--- config.mk ---
export PLATFORM = sky130hd
export DESIGN_NAME = logic_result_stage
export DESIGN_NICKNAME = d
export VERILOG_FILES = /design/src/rtl/logic_result_stage.sv
export SDC_FILE = /design/constraint.sdc
export NUM_CORES = 1
export LEC_CHECK = 0
export CELL_PAD_IN_SITES_DETAIL_PLACEMENT = 1
export CELL_PAD_IN_SITES_GLOBAL_PLACEMENT = 1
export CORE_MARGIN = 2
export CORE_UTILIZATION = 30
export DETAILED_ROUTE_END_ITERATION = 10
export DONT_BUFFER_PORTS = 1
export GPL_ROUTABILITY_DRIVEN = 1
export GPL_TIMING_DRIVEN = 0
export PLACE_DENSITY_LB_ADDON = 0.1
export REMOVE_ABC_BUFFERS = 1
export SLEW_MARGIN = 20
export SYNTH_ARGS = -nofsm -noshare
export SYNTH_HDL_FRONTEND = slang
export SYNTH_SLANG_ARGS = --single-unit
--- constraint.sdc ---
create_clock -name clk -period 2.5 [get_ports clk]
set_input_delay 0.625 -clock clk [delete_from_list [all_inputs] [get_ports clk]]
set_output_delay 0.625 -clock clk [all_outputs]
set_load 0.05 [all_outputs]
--- src/rtl/logic_result_stage.sv ---
// logic_result_stage: selects one of three upstream logic results (AND/OR/NOR)
// by in_op and buffers it, with zero and error flags, in a 2-entry FIFO.
// in_ready depends only on registered state, so out_ready has no path to it.
// Optional feature: define LOGIC_STATS_EN to build a saturating 16-bit count
// of output handshakes on stat_count; otherwise stat_count is tied to 0.
module logic_result_stage #(
    parameter int WIDTH = 33
) (
    input  logic             clk,
    input  logic             rst_n,
    input  logic             in_valid,
    output logic             in_ready,
    input  logic [1:0]       in_op,
    input  logic [WIDTH-1:0] in_s1,
    input  logic [WIDTH-1:0] in_s2,
    input  logic [WIDTH-1:0] in_s3,
    output logic             out_valid,
    input  logic             out_ready,
    output logic [WIDTH-1:0] out_data,
    output logic             out_zero,
    output logic             out_err,
    output logic [15:0]      stat_count
);

    typedef enum logic [1:0] {
        OP_AND  = 2'b00,
        OP_OR   = 2'b01,
        OP_NOR  = 2'b10,
        OP_RSVD = 2'b11
    } op_e;

    typedef struct packed {
        logic [WIDTH-1:0] data;
        logic             zero;
        logic             err;
    } entry_t;

    entry_t     mem_q [2];
    entry_t     new_entry;
    entry_t     head;
    logic       wr_ptr_q;
    logic       rd_ptr_q;
    logic [1:0] count_q;
    logic [1:0] count_d;
    logic       ready_en_q;
    logic       push;
    logic       pop;

    // in_ready stays low through reset and rises on the first edge after it.
    assign in_ready  = ready_en_q && (count_q < 2'd2);
    assign out_valid = (count_q != 2'd0);
    assign push      = in_valid && in_ready;
    assign pop       = out_valid && out_ready;

    // Build the entry to capture: selected word, its zero flag, reserved-op error.
    always_comb begin
        // NOTE: every always_comb output gets a default first so no latch is inferred.
        new_entry = '0;
        unique case (op_e'(in_op))
            OP_AND:  new_entry.data = in_s1;
            OP_OR:   new_entry.data = in_s2;
            OP_NOR:  new_entry.data = in_s3;
            OP_RSVD: new_entry.err  = 1'b1;
            default: new_entry.err  = 1'b1;
        endcase
        new_entry.zero = (new_entry.data == '0);
    end

    // Next occupancy from the push/pop pair; simultaneous push and pop holds it.
    always_comb begin
        count_d = count_q;
        unique case ({push, pop})
            2'b10:   count_d = count_q + 2'd1;
            2'b01:   count_d = count_q - 2'd1;
            default: count_d = count_q;
        endcase
    end

    // Storage write on push.
    // NOTE: the entry array has no reset; out_* are masked while out_valid is 0,
    // so stale contents are never visible.
    always_ff @(posedge clk) begin
        if (push) begin
            mem_q[wr_ptr_q] <= new_entry;
        end
    end

    // Pointers, occupancy and ready enable; reset discards all entries at once.
    always_ff @(posedge clk or negedge rst_n) begin
        // NOTE: sequential state uses non-blocking assignments only.
        if (!rst_n) begin
            wr_ptr_q   <= 1'b0;
            rd_ptr_q   <= 1'b0;
            count_q    <= 2'd0;
            ready_en_q <= 1'b0;
        end else begin
            ready_en_q <= 1'b1;
            count_q    <= count_d;
            if (push) wr_ptr_q <= ~wr_ptr_q;
            if (pop)  rd_ptr_q <= ~rd_ptr_q;
        end
    end

    // Head entry drives the outputs, forced to zero when nothing is held.
    assign head     = mem_q[rd_ptr_q];
    assign out_data = out_valid ? head.data : '0;
    assign out_zero = out_valid ? head.zero : 1'b0;
    assign out_err  = out_valid ? head.err  : 1'b0;

`ifdef LOGIC_STATS_EN
    logic [15:0] stat_q;
    logic [15:0] stat_d;

    // Saturating handshake counter.
    always_comb begin
        stat_d = stat_q;
        if (pop && (stat_q != 16'hFFFF)) stat_d = stat_q + 16'd1;
    end

    // Counter register.
    always_ff @(posedge clk or negedge rst_n) begin
        if (!rst_n) stat_q <= 16'd0;
        else        stat_q <= stat_d;
    end

    assign stat_count = stat_q;
`else
    assign stat_count = 16'd0;
`endif

endmodule
# ---- Yosys cells after proc, flatten, opt, wreduce, memory -nomap -nowiden
# Memories as Yosys holds them, arrays and structs flattened.
# Cells that the tools add are included.
dict set report classes {
  add_sub_neg 2
  n_lt_le_gt_ge 1
  n_eq_ne 5
  muxes 8
  n_bitwise 2
  reduce_logical 7
}
# cell n
set op_table {}
lappend op_table {{$pmux W33 S3} 1}
lappend op_table {{$logic_not A33 Y1} 1}
lappend op_table {{$mux W33} 1}
lappend op_table {{$eq A2 B2 Y1 const B} 3}
lappend op_table {{$mux W1} 5}
lappend op_table {{$eq A2 B1 Y1 const B} 2}
lappend op_table {{$pmux W2 S2} 1}
lappend op_table {{$reduce_bool A2 Y1} 2}
lappend op_table {{$logic_and A1 B1 Y1} 3}
lappend op_table {{$add A2 B1 Y2 const B} 1}
lappend op_table {{$logic_not A2 Y1} 1}
lappend op_table {{$lt A2 B2 Y1 const B} 1}
lappend op_table {{$not A1 Y1} 2}
lappend op_table {{$sub A2 B1 Y2 const B} 1}
dict set report totals {
  reg_bits 5
  ramBits 70
  in_bits 105
  out_inout_bits 53
  wordCells 30
  memories 1
}
# name depth word_bits rd rd_ports_with_merged_regs wr line
set memory_table {}
lappend memory_table {mem_q 2 35 1 0 1 38} ;# entry_t mem_q [2];

# ---- Depth between registers and ports, before layout
# Gate-level depths: netlist of run 1.
dict set report logic_depth {
  depth_word 5
  ltp_mapped 8
}

# ---- Worst setup path before layout of run 1
# Ideal clock, no wire load.
dict set report synth_timing {
  path_type {reg2reg}
  start {register count_q[1]}
  end {memory mem_q[0][0] (netlist name) (enable)}
  setup_ns 0.427
  arrival_ns 2.919
  setup_slack_ns -0.846
  path_stages_with_launch 4
  n_path_buf 0
  period_less_slack_ns 3.346
  path_cell_list {dfrtp_1 -> nor2b_1 -> nand2_1 -> nor2_1}
}
dict set report synth_between {
  elab_chain_len 5
}
# element line
set synth_rtl {}
lappend synth_rtl {{start: declaration} 43} ;# logic [1:0] count_q;
lappend synth_rtl {{start signal: assignment} 98} ;# count_q <= count_d;
lappend synth_rtl {{$lt A2 B2 Y1} 50} ;# assign in_ready = ready_en_q && (count_q < 2'd2);
lappend synth_rtl {{$logic_and A1 B1 Y1} 50}
lappend synth_rtl {{via in_ready} 12} ;# output logic in_ready,
lappend synth_rtl {{$logic_and A1 B1 Y1} 52} ;# assign push = in_valid && in_ready;
lappend synth_rtl {{$mux W1} 83} ;# if (push) begin
lappend synth_rtl {{$mux W1 (implied by the code)} 84} ;# mem_q[wr_ptr_q] <= new_entry;
lappend synth_rtl {{end: declaration} 38}
# The timed path passes the listed nets, and every way through them passes these cells.

# ---- Worst setup path in the final report of run 1
dict set report layout_timing {
  start {register rd_ptr_q}
  end {output out_zero}
}
dict set report layout_between {
  elab_chain_len 2
}
# element line
set layout_rtl {}
lappend layout_rtl {{start: declaration} 42} ;# logic rd_ptr_q;
lappend layout_rtl {{start signal: assignment} 100} ;# if (pop) rd_ptr_q <= ~rd_ptr_q;
lappend layout_rtl {{$mem_v2 Z2 W35} -}
lappend layout_rtl {{$mux W1} 107} ;# assign out_zero = out_valid ? head.zero : 1'b0;
lappend layout_rtl {{end: declaration} 20} ;# output logic out_zero,
# No other way between the ends.

==> results of run 1 <==
## power groups by stage
stage	combinational, mW	clock (mW)	sequential, mW
floorplan	1.80	0	1.73
global placement	2.06	0	1.81
detailed placement	2.11	0	1.82
CTS	2.58	1.32	1.72
global route	2.71	1.36	1.74
finish	2.57	1.27	1.71
## state kept, by name, summed over array words and instances, names as in the netlist
name,count
wr_ptr_q,1
count_q,2
rd_ptr_q,1
mem_q,70
ready_en_q,1
## through the flow
step	setup slack [ps]	setup TNS, ps	instances	hold WS, ps
floorplan	-846	-44490	259	329
global placement	-2170	-175050	427	330
detailed placement	-321	-5230	431	330
CTS	1.75	0	453	513
global route	54.2	0	454	526
finish	135	0	454	536
## layout by cell type (no fill, tap or decap), drive strengths merged
cell and count:
and4 2, nor2b 2, xor2 2, dlygate4sd3 1
inv 1, clkbuf 10, clkinvlp 3, nor4 7
o21ai 3, xnor2 3, clkinv 2, and2 2
nor3 1, ha 1, buf 10, and3 2
edfxtp 70, o2bb2ai 30, conb 17, dfrtp 5
nor2 39, nand2 4, bufinv 1, mux2i 68
## metal layers
layer  vias to the layer above  global-route usage  part of all wire  wire, um
met4                         0              0.0452            0.0083        74
met1                      1100               0.175              0.44      3980
met3                         4              0.0374             0.056       500
met2                        81               0.222              0.49      4400
met5                         -                   0                 0         0
li1                       1026                   -                 -         -
## logic make-up (layout without fill, tap and decap cells)
group | count (synthesis) | count (layout)
compound gates | 33 | 33
xor+xnor | 5 | 5
fa+ha+maj | 1 | 1
buf+inv | 36 | 28
flops | 75 | 75
mux | 68 | 68
other cells | 2 | 17
simple gates | 59 | 59
## layout make-up
cell class / instances / area (um2) / area share
inverter: 1 / 3.75 / 0.000841
multi-input combinational: 183 / 1540 / 0.345
clock buffer: 10 / 229 / 0.0513
clock inverter: 6 / 66.3 / 0.0149
sequential: 75 / 2230 / 0.500
timing repair buffer: 11 / 183 / 0.0409
tap: 168 / 210 / 0.0471
## repair_timing
action / CTS / global route
pin swaps: 1 / 1
hold endpoints to repair: 5 / 0
buffers inserted: 5 / 1
endpoints found under the setup margin: 70 / 16
hold buffers: 1 / 0
resized for setup: 48 / 5
## worst max path at each step
stage / start / end / slack (ps)
after floorplan: count_q[1] / mem_q[0][0] / -850
after global placement: count_q[1] / mem_q[0][20] / -2170
after detailed placement: count_q[1] / mem_q[0][13] / -320
after CTS: rd_ptr_q / out_data[14] / 2
after global routing: rd_ptr_q / out_zero / 50
final: rd_ptr_q / out_zero / 130
==> metrics, run 1 <==
r2r setup slk=about 400 ps; Pre-Repair DR Iteration Count=4; Synth area leaders=edfxtp_1 56%, mux2i_1 18%, o2bb2ai_1 7.0%; DIE HEIGHT=approximately 120 um; Flop pwr share=0.308; r2r startpoint=count_q[1]; pwr/cell area=about 1200 nW/um2; Core Region=12200 um2; Slew Viols, Final=0; internal power=between 2 and 3 mW; total of max-cap violations=0; Bufs and invs on worst path=1; xor and xnor fraction of the mapped netlist area=0.0116; asr flop ratio synth=0.0667; share of cells above drive strength 1=0.234; DRC=0; P_leak=roughly 1.6 nW; initial core utilization=0.310; vias per cell=4.87; clk sinks=75; WP depth=3; Logic pwr share=0.463; slew of the pin with the lowest slew margin=around 850 ps; EDFF count, synth=70; Yosys top cell by area=edfxtp_1; gpl congestion=about 0.7; largest family of logic cells by synthesized area=multiplexers; Final Critical Period=~2400 ps; antenna violations before repair=0; Total Power=about 5.6 mW; Via Count=2211; CTS H-tree depth=3; filler instances=~1300; GRT Util Overall=0.136; complex-gate fraction of the synthesized area=0.0736; die area=roughly 13000 um2; crit-path max cell delay=~670 ps; Final Cycle Share=0.946; FMAX=about 0.42 GHz; startpoint types=flip-flop; number of global-route vias before repair=roughly 2300; CP Max Fanout=19; DR iter-0 viols=approximately 70; antenna diode instance count=0; Synth Warn #=0; Post-Synth Adder-Cell Area=0.00332; crit path max-delay cell type=dfrtp_4; Post-Synthesis Cells=279; Post-DP Area=just under 4000 um2; min-delay worst type=in2reg; Hold Crit Endpoint=mem_q[0][0]; first-pass GRT wire length=between 10 and 15 mm; Util after Layout=0.367; CTS clk-pin slew, worst paths=roughly 60 ps; Synth top cells by count=70 x edfxtp_1, 68 x mux2i_1, 39 x nor2_1; GRT overflow=0; largest net degree at the start of global routing=36; Rows=40; status=complete, no violations; Post-synth top flop=edfxtp_1; clock network power share=0.229; maximum clock path buffer count=2; critical path, cell by cell=buf_12 > mux2i_1 > nor2_4; top cell type's share of synthesized area=0.557; num ports=between 150 and 200; Mapped Area=~3800 um2; # nets final=387; Seq/Total Area, Yosys=0.590; P_sw=~2.6 mW; die width=roughly 120 um; RSZ-0062 raised after global routing=false; Final ANT Viol Nets=0; most numerous cell in the Yosys netlist=edfxtp_1; cell family with most CP delay=flip-flops; TritonCTS buffer count=9; Sw Ratio=0.463; data arrival time of the worst path=between 1500 and 2000 ps; Syn-to-layout area delta=18.4%; Port-buffer cells=0; Worst Setup Path Type=reg2out; Setup Viol. Count Final=0; post-synthesis simple-gate area fraction=0.0723; crit end category=primary output; final wirelength=approximately 9 mm; synthesized area per cell=approximately 14 um2; hold_sp=in_op[0]; Hold Path Stages=1; CTS tree=built; number of distinct library cells after synthesis=23; R2R cell count=5; peak supply drop=between 0.3 and 0.4 mV; clk root buf=clkbuf_16; register bit total from synthesis=75; Wirelength per Cell=19.7 um; Req. time, crit path=about 1900 ps; Max transition margin=0.432; Final Hold Viols=0; detailed placement HPWL=~6 mm; Setup Skew=9.51 ps; post-synthesis mux area share=0.180; FF-to-FF End=mem_q[0][20]; final instance area=approximately 4500 um2; Clock Latency Late Sink=around 330 ps
(Power assumes the default switching activity.)
==> inputs of run 2 (changes only) <==
--- a/config.mk
+++ b/config.mk
@@ -8,7 +8,7 @@
 export CELL_PAD_IN_SITES_DETAIL_PLACEMENT = 1
 export CELL_PAD_IN_SITES_GLOBAL_PLACEMENT = 1
 export CORE_MARGIN = 2
-export CORE_UTILIZATION = 30
+export CORE_UTILIZATION = 44
 export DETAILED_ROUTE_END_ITERATION = 10
 export DONT_BUFFER_PORTS = 1
 export GPL_ROUTABILITY_DRIVEN = 1
==> run 2 against run 1 <==
Net effect: first-iteration DRC count fell by 38%; design area fell by 8.3%; combinational power fell by 10%; clock-buffer cell count fell by 1; largest cell class unchanged; clock skew fell by 0.78 ps; fmax fell by 5.1%; sequential power fell by 2%; wire length fell by 14%.
==> metrics, run 2 (synthesis gave the netlist of run 1 again) <==
status=complete, no violations; DIE HEIGHT=96.6 um (-17%); clk root buf=clkbuf_8; Post-CTS Setup Bufs=0 (-5); Final Critical Period=2490 ps (+126 ps); pwr/cell area=1180 nW/um2 (-5.0%); Setup Skew=8.73 ps (-0.778 ps); CTS clk-pin slew, worst paths=80 ps (+20 ps); data arrival time of the worst path=1870 ps (+130 ps); initial core utilization=0.457 (+0.147); Critical Path End=out_data[28]; Final ANT Viol Nets=0 (unchanged); Wirelength per Cell=19.9 um (+1.0%); Core Region=8260 um2 (-32%); CTS tree=built; Setup Viol. Count Final=0 (unchanged); CP Max Fanout=23 (+4); most frequent cells in the layout=70 x edfxtp_1, 68 x mux2i_1, 33 x nor2_2; CTS H-tree depth=3 (unchanged); antenna violations before repair=0 (unchanged); FMAX=0.401 GHz (-5.1%); GRT overflow=0 (unchanged); CP startpoint=count_q[0]; startpoint types=flip-flop; r2r setup slk=200 ps (-200 ps); total of max-cap violations=0 (unchanged); number of global-route vias before repair=2193 (-3.0%); max reg flops=70 (unchanged); antenna diode instance count=0 (unchanged); Max transition margin=0.413 (-0.0197); slew of the pin with the lowest slew margin=878 ps (+28.1 ps); R2R cell count=7 (+2); RSZ-0062 raised after global routing=true; total negative slack=0 ps (unchanged); Via Count=2177 (-1.5%); crit end category=primary output; Worst Setup Path Type=reg2out; detailed placement HPWL=5.24 mm (-13%); maximum clock path buffer count=2 (unchanged); Final Cycle Share=0.997 (+0.0506); min-delay worst type=in2reg; Req. time, crit path=1880 ps (about the same); Slew Viols, Final=0 (unchanged); die width=96.6 um (-17%); Port-buffer cells=0 (unchanged); Pre-Repair DR Iteration Count=4 (unchanged); biggest regs=mem_q x70, count_q x2; Clock Latency Late Sink=340 ps (about the same); fin cells=385 (-15%); final wirelength=7.67 mm (-14%); gpl congestion=0.682 (-0.10%); peak supply drop=0.411 mV (+28%); share of cells above drive strength 1=0.204 (-0.0307); largest net degree at the start of global routing=36 (unchanged); Hold Path Stages=1 (unchanged); num ports=158 (unchanged); first-pass GRT wire length=11.6 mm (-13%); # nets final=381 (-1.6%); P_leak=1.50 nW (-6.5%); clk sinks=75 (unchanged); Syn-to-layout area delta=8.59%; vias per cell=5.65 (+16%); Rows=33 (-18%); TritonCTS buffer count=9 (unchanged); GRT Util Overall=0.171 (+0.0351); largest register by flop count=mem_q; DR iter-0 viols=44 (-38%); die area=9330 um2 (-31%); Cells after DPL=368 (-15%); most common cell after layout, fill and taps aside=edfxtp_1; Final Hold Viols=0 (unchanged); r2r startpoint=count_q[0]; DRC=0 (unchanged); FF-to-FF End=count_q[1]; Total Power=4.85 mW (-13%)
run 2: cell count changes in the layout (fill, tap and decap cells not counted), moves of 2 or more:
cell / change
nor2_4: -17
nor2_2: +15
clkbuf_16: -9
clkbuf_8: +9
buf_4: -3
clkinv_1: +3
clkinvlp_4: -2
nor2_1: +2
run 2: routing by layer:
layer	global-route usage	vias up	wire length (um)
met2	0.282	95	3780
met4	0.0493	0	90
met5	0	-	0
li1	-	1012	-
met3	0.0566	7	595
met1	0.215	1063	3210
run 2: how the worst min path moves through the flow:
stage	slack, ps	from	to
finish	520	in_op[0]	mem_q[0][0]
global placement	330	rst_n	ready_en_q
global route	520	in_op[0]	mem_q[0][26]
detailed placement	330	rst_n	ready_en_q
CTS	510	in_op[0]	mem_q[0][0]
floorplan	330	rst_n	count_q[0]
run 2: what timing repair did:
action	in CTS	in global routing
resized for setup	28	6
setup endpoints to repair	48	32
hold buffers	1	0
hold endpoints to repair	5	0
run 2: critical path: stages, from the launching register on:
cell and delay, ps:
dfrtp_1 450, nor2_4 160, buf_16 210, nor2_1 700
run 2: per-stage QoR:
step / worst slack (ps) / hold WS, ps / cell area (um2) / util
after floorplan: -846 / 329 / 3580 / -
after global placement: -1900 / 329 / 3710 / 0.450
after detailed placement: -71.6 / 329 / 3820 / 0.462
after CTS: -37.1 / 515 / 4080 / 0.494
after global routing: -77.0 / 521 / 4100 / 0.496
final: 8.31 / 520 / 4100 / 0.496
run 2: power by group:
part	switching, mW	internal (mW)	total (mW)
registers	0.118	1.56	1.67
clock network	0.420	0.447	0.867
logic	1.81	0.496	2.31
total	2.35	2.50	4.85
run 2: cell type report:
type / instances / area, um2
Multi-Input combinational cell: 183 / 1450
Inverter: 1 / 3.75
Clock inverter: 7 / 58.8
Fill cell: 836 / 4160
Tap cell: 105 / 131
Clock buffer: 9 / 124
Sequential cell: 75 / 2230
Timing Repair Buffer: 5 / 97.6
==> inputs of run 3 (changes only) <==
--- a/config.mk
+++ b/config.mk
@@ -19,3 +19,4 @@
 export SYNTH_ARGS = -nofsm -noshare
 export SYNTH_HDL_FRONTEND = slang
 export SYNTH_SLANG_ARGS = --single-unit
+export TNS_END_PERCENT = 20
==> constraint.sdc (replaced) <==
create_clock -name clk -period 2.5 [get_ports clk]
set_input_delay 0.125 -clock clk [delete_from_list [all_inputs] [get_ports clk]]
set_output_delay 0.125 -clock clk [all_outputs]
set_load 0.05 [all_outputs]
==> run 3 against run 2 <==
Net effect: clock skew barely moved; clock power fell by 0.5%; hold slack got worse by 500 ps.
==> metrics, run 3 (synthesis gave the netlist of run 1 again) <==
FMAX=0.451 GHz (+12%); startpoint types=flip-flop; status=complete, no violations; vias per cell=5.63 (-0.41%); Logic pwr share=0.461 (-0.015); CTS tree=built; Final Hold Slack=23.0 ps (-497 ps); die area=9330 um2 (unchanged); CTS H-tree depth=3 (unchanged); detailed placement HPWL=5.24 mm (unchanged); biggest regs=mem_q x70, count_q x2; final wirelength=7.63 mm (-0.51%); largest net degree at the start of global routing=36 (unchanged); hold_sp=in_op[0]; P_sw=2.26 mW (-3.6%); DIE HEIGHT=96.6 um (unchanged); GRT met1 Usage=0.218 (+0.00254); crit end category=flip-flop; Req. time, crit path=2530 ps (+650 ps); Wirelength per Cell=19.8 um (-0.51%); clock network power share=0.184 (+0.005); CP Max Fanout=23 (unchanged); antenna violations before repair=0 (unchanged); Via Count=2168 (-0.41%); clk sinks=75 (unchanged); largest register by flop count=mem_q; peak supply drop=0.349 mV (-15%); r2r setup slk=280 ps (+80 ps); Final Hold Viols=0 (unchanged); Final Critical Period=2220 ps (-276 ps); die width=96.6 um (unchanged); Pre-Repair DR Iteration Count=4 (unchanged); Sw Ratio=0.481 (-0.00323); data arrival time of the worst path=2250 ps (+380 ps); Core Region=8260 um2 (unchanged); Flop pwr share=0.356 (+0.011); Slew Viols, Final=0 (unchanged); initial core utilization=0.457 (unchanged); num ports=158 (unchanged); Rows=33 (unchanged); first-pass GRT wire length=11.5 mm (-0.66%); CP startpoint=count_q[1]; R2R cell count=4 (-3); clk root buf=clkbuf_8; CTS clk-pin slew, worst paths=80 ps (about the same); # nets final=381 (unchanged); pwr/cell area=1170 nW/um2 (-0.96%); met2 Use GR=0.278 (-0.00347); r2r startpoint=count_q[1]; P_leak=1.50 nW (-0.16%); Worst Setup Path Type=reg2reg; max reg flops=70 (unchanged); GRT overflow=0 (unchanged); maximum clock path buffer count=2 (unchanged); met3 Usage GRT=0.0528 (-0.00388); Hold Crit Endpoint=mem_q[0][0]; FF-to-FF End=mem_q[0][1]; GRT Util Overall=0.170 (-0.000999); most frequent cells in the layout=70 x edfxtp_1, 68 x mux2i_1, 37 x nor2_1; total of max-cap violations=0 (unchanged); number of global-route vias before repair=2178 (-0.68%); Port-buffer cells=0 (unchanged); DRC=0 (unchanged); slew of the pin with the lowest slew margin=960 ps (+81.5 ps); Final ANT Viol Nets=0 (unchanged); internal power=2.44 mW (-2.4%); Syn-to-layout area delta=6.40%; Hold Path Stages=1 (unchanged); gpl congestion=0.682 (unchanged); GR peak layer=met2; Post-DP Area=3820 um2 (unchanged); Setup Viol. Count Final=0 (unchanged); DR iter-0 viols=45 (+2.3%); min-delay worst type=in2reg; share of cells above drive strength 1=0.0857 (-0.118); Final Cycle Share=0.886 (-0.110); most common cell after layout, fill and taps aside=edfxtp_1; Post-CTS Setup Bufs=0 (unchanged); TritonCTS buffer count=9 (unchanged); Setup Skew=8.57 ps (-0.161 ps); Max transition margin=0.358 (-0.0545); antenna diode instance count=0 (unchanged); RSZ-0062 raised after global routing=false; Clock Latency Late Sink=330 ps (about the same); final instance area=4010 um2 (-2.0%)
## run 3: cell counts in the layout (fill, tap and decap cells not counted)
No cell type changed its count.
## run 3: worst max path at each step
stage	endpoint	slack, ps	cells after the start
6_report	mem_q[0][1]	280	4
5_1_grt	mem_q[0][1]	130	4
4_1_cts	out_data[12]	260	3
3_5_place_dp	mem_q[0][2]	-70	4
3_3_place_gp	mem_q[0][2]	-1900	3
2_1_floorplan	mem_q[0][0]	-850	3
## run 3: timing repair
action,CTS,global route
endpoints found under the setup margin,23,0
hold buffers,1,0
hold endpoints to repair,5,0
resized for setup,1,0
## run 3: area by class of cell
cell class                 count  area [um2]
clock buffer                   9         124
clock inverter                 7        58.8
tap                          105         131
inverter                       1        3.75
multi-input combinational    183        1370
timing repair buffer           5        97.6
fill                         851        4240
sequential                    75        2230
## run 3: layer usage
layer  vias to the layer above  wire length [um]
li1                       1009                 -
met1                      1057              3290
met2                        95              3710
met3                         7               545
met4                         0                89
met5                         -                 0
## run 3: per-stage QoR
stage	worst slack [ps]	total power [mW]	util	std cells	TNS [ps]
after CTS	264	4.77	0.486	385	0
after detailed placement	-71.6	3.90	0.462	368	-1620
after floorplan	-846	3.53	-	259	-33080
final	284	4.70	0.486	385	0
after global routing	132	4.94	0.486	385	0
after global placement	-1900	3.80	0.450	364	-132880
## run 3: power groups by stage
stage / Clock [mW] / Sequential (mW) / Combinational, mW
2_1_floorplan: 0 / 1.73 / 1.80
6_report: 0.863 / 1.67 / 2.17
3_3_place_gp: 0 / 1.79 / 2.01
3_5_place_dp: 0 / 1.70 / 2.20
5_1_grt: 0.942 / 1.69 / 2.30
4_1_cts: 0.887 / 1.68 / 2.20
## run 3: worst max-delay path, cell delays in order (launching register included)
cell     delay [ps]
dfrtp_1         440
nor2b_2         510
nand2_1         270
nor2_4          430
buf_12          240
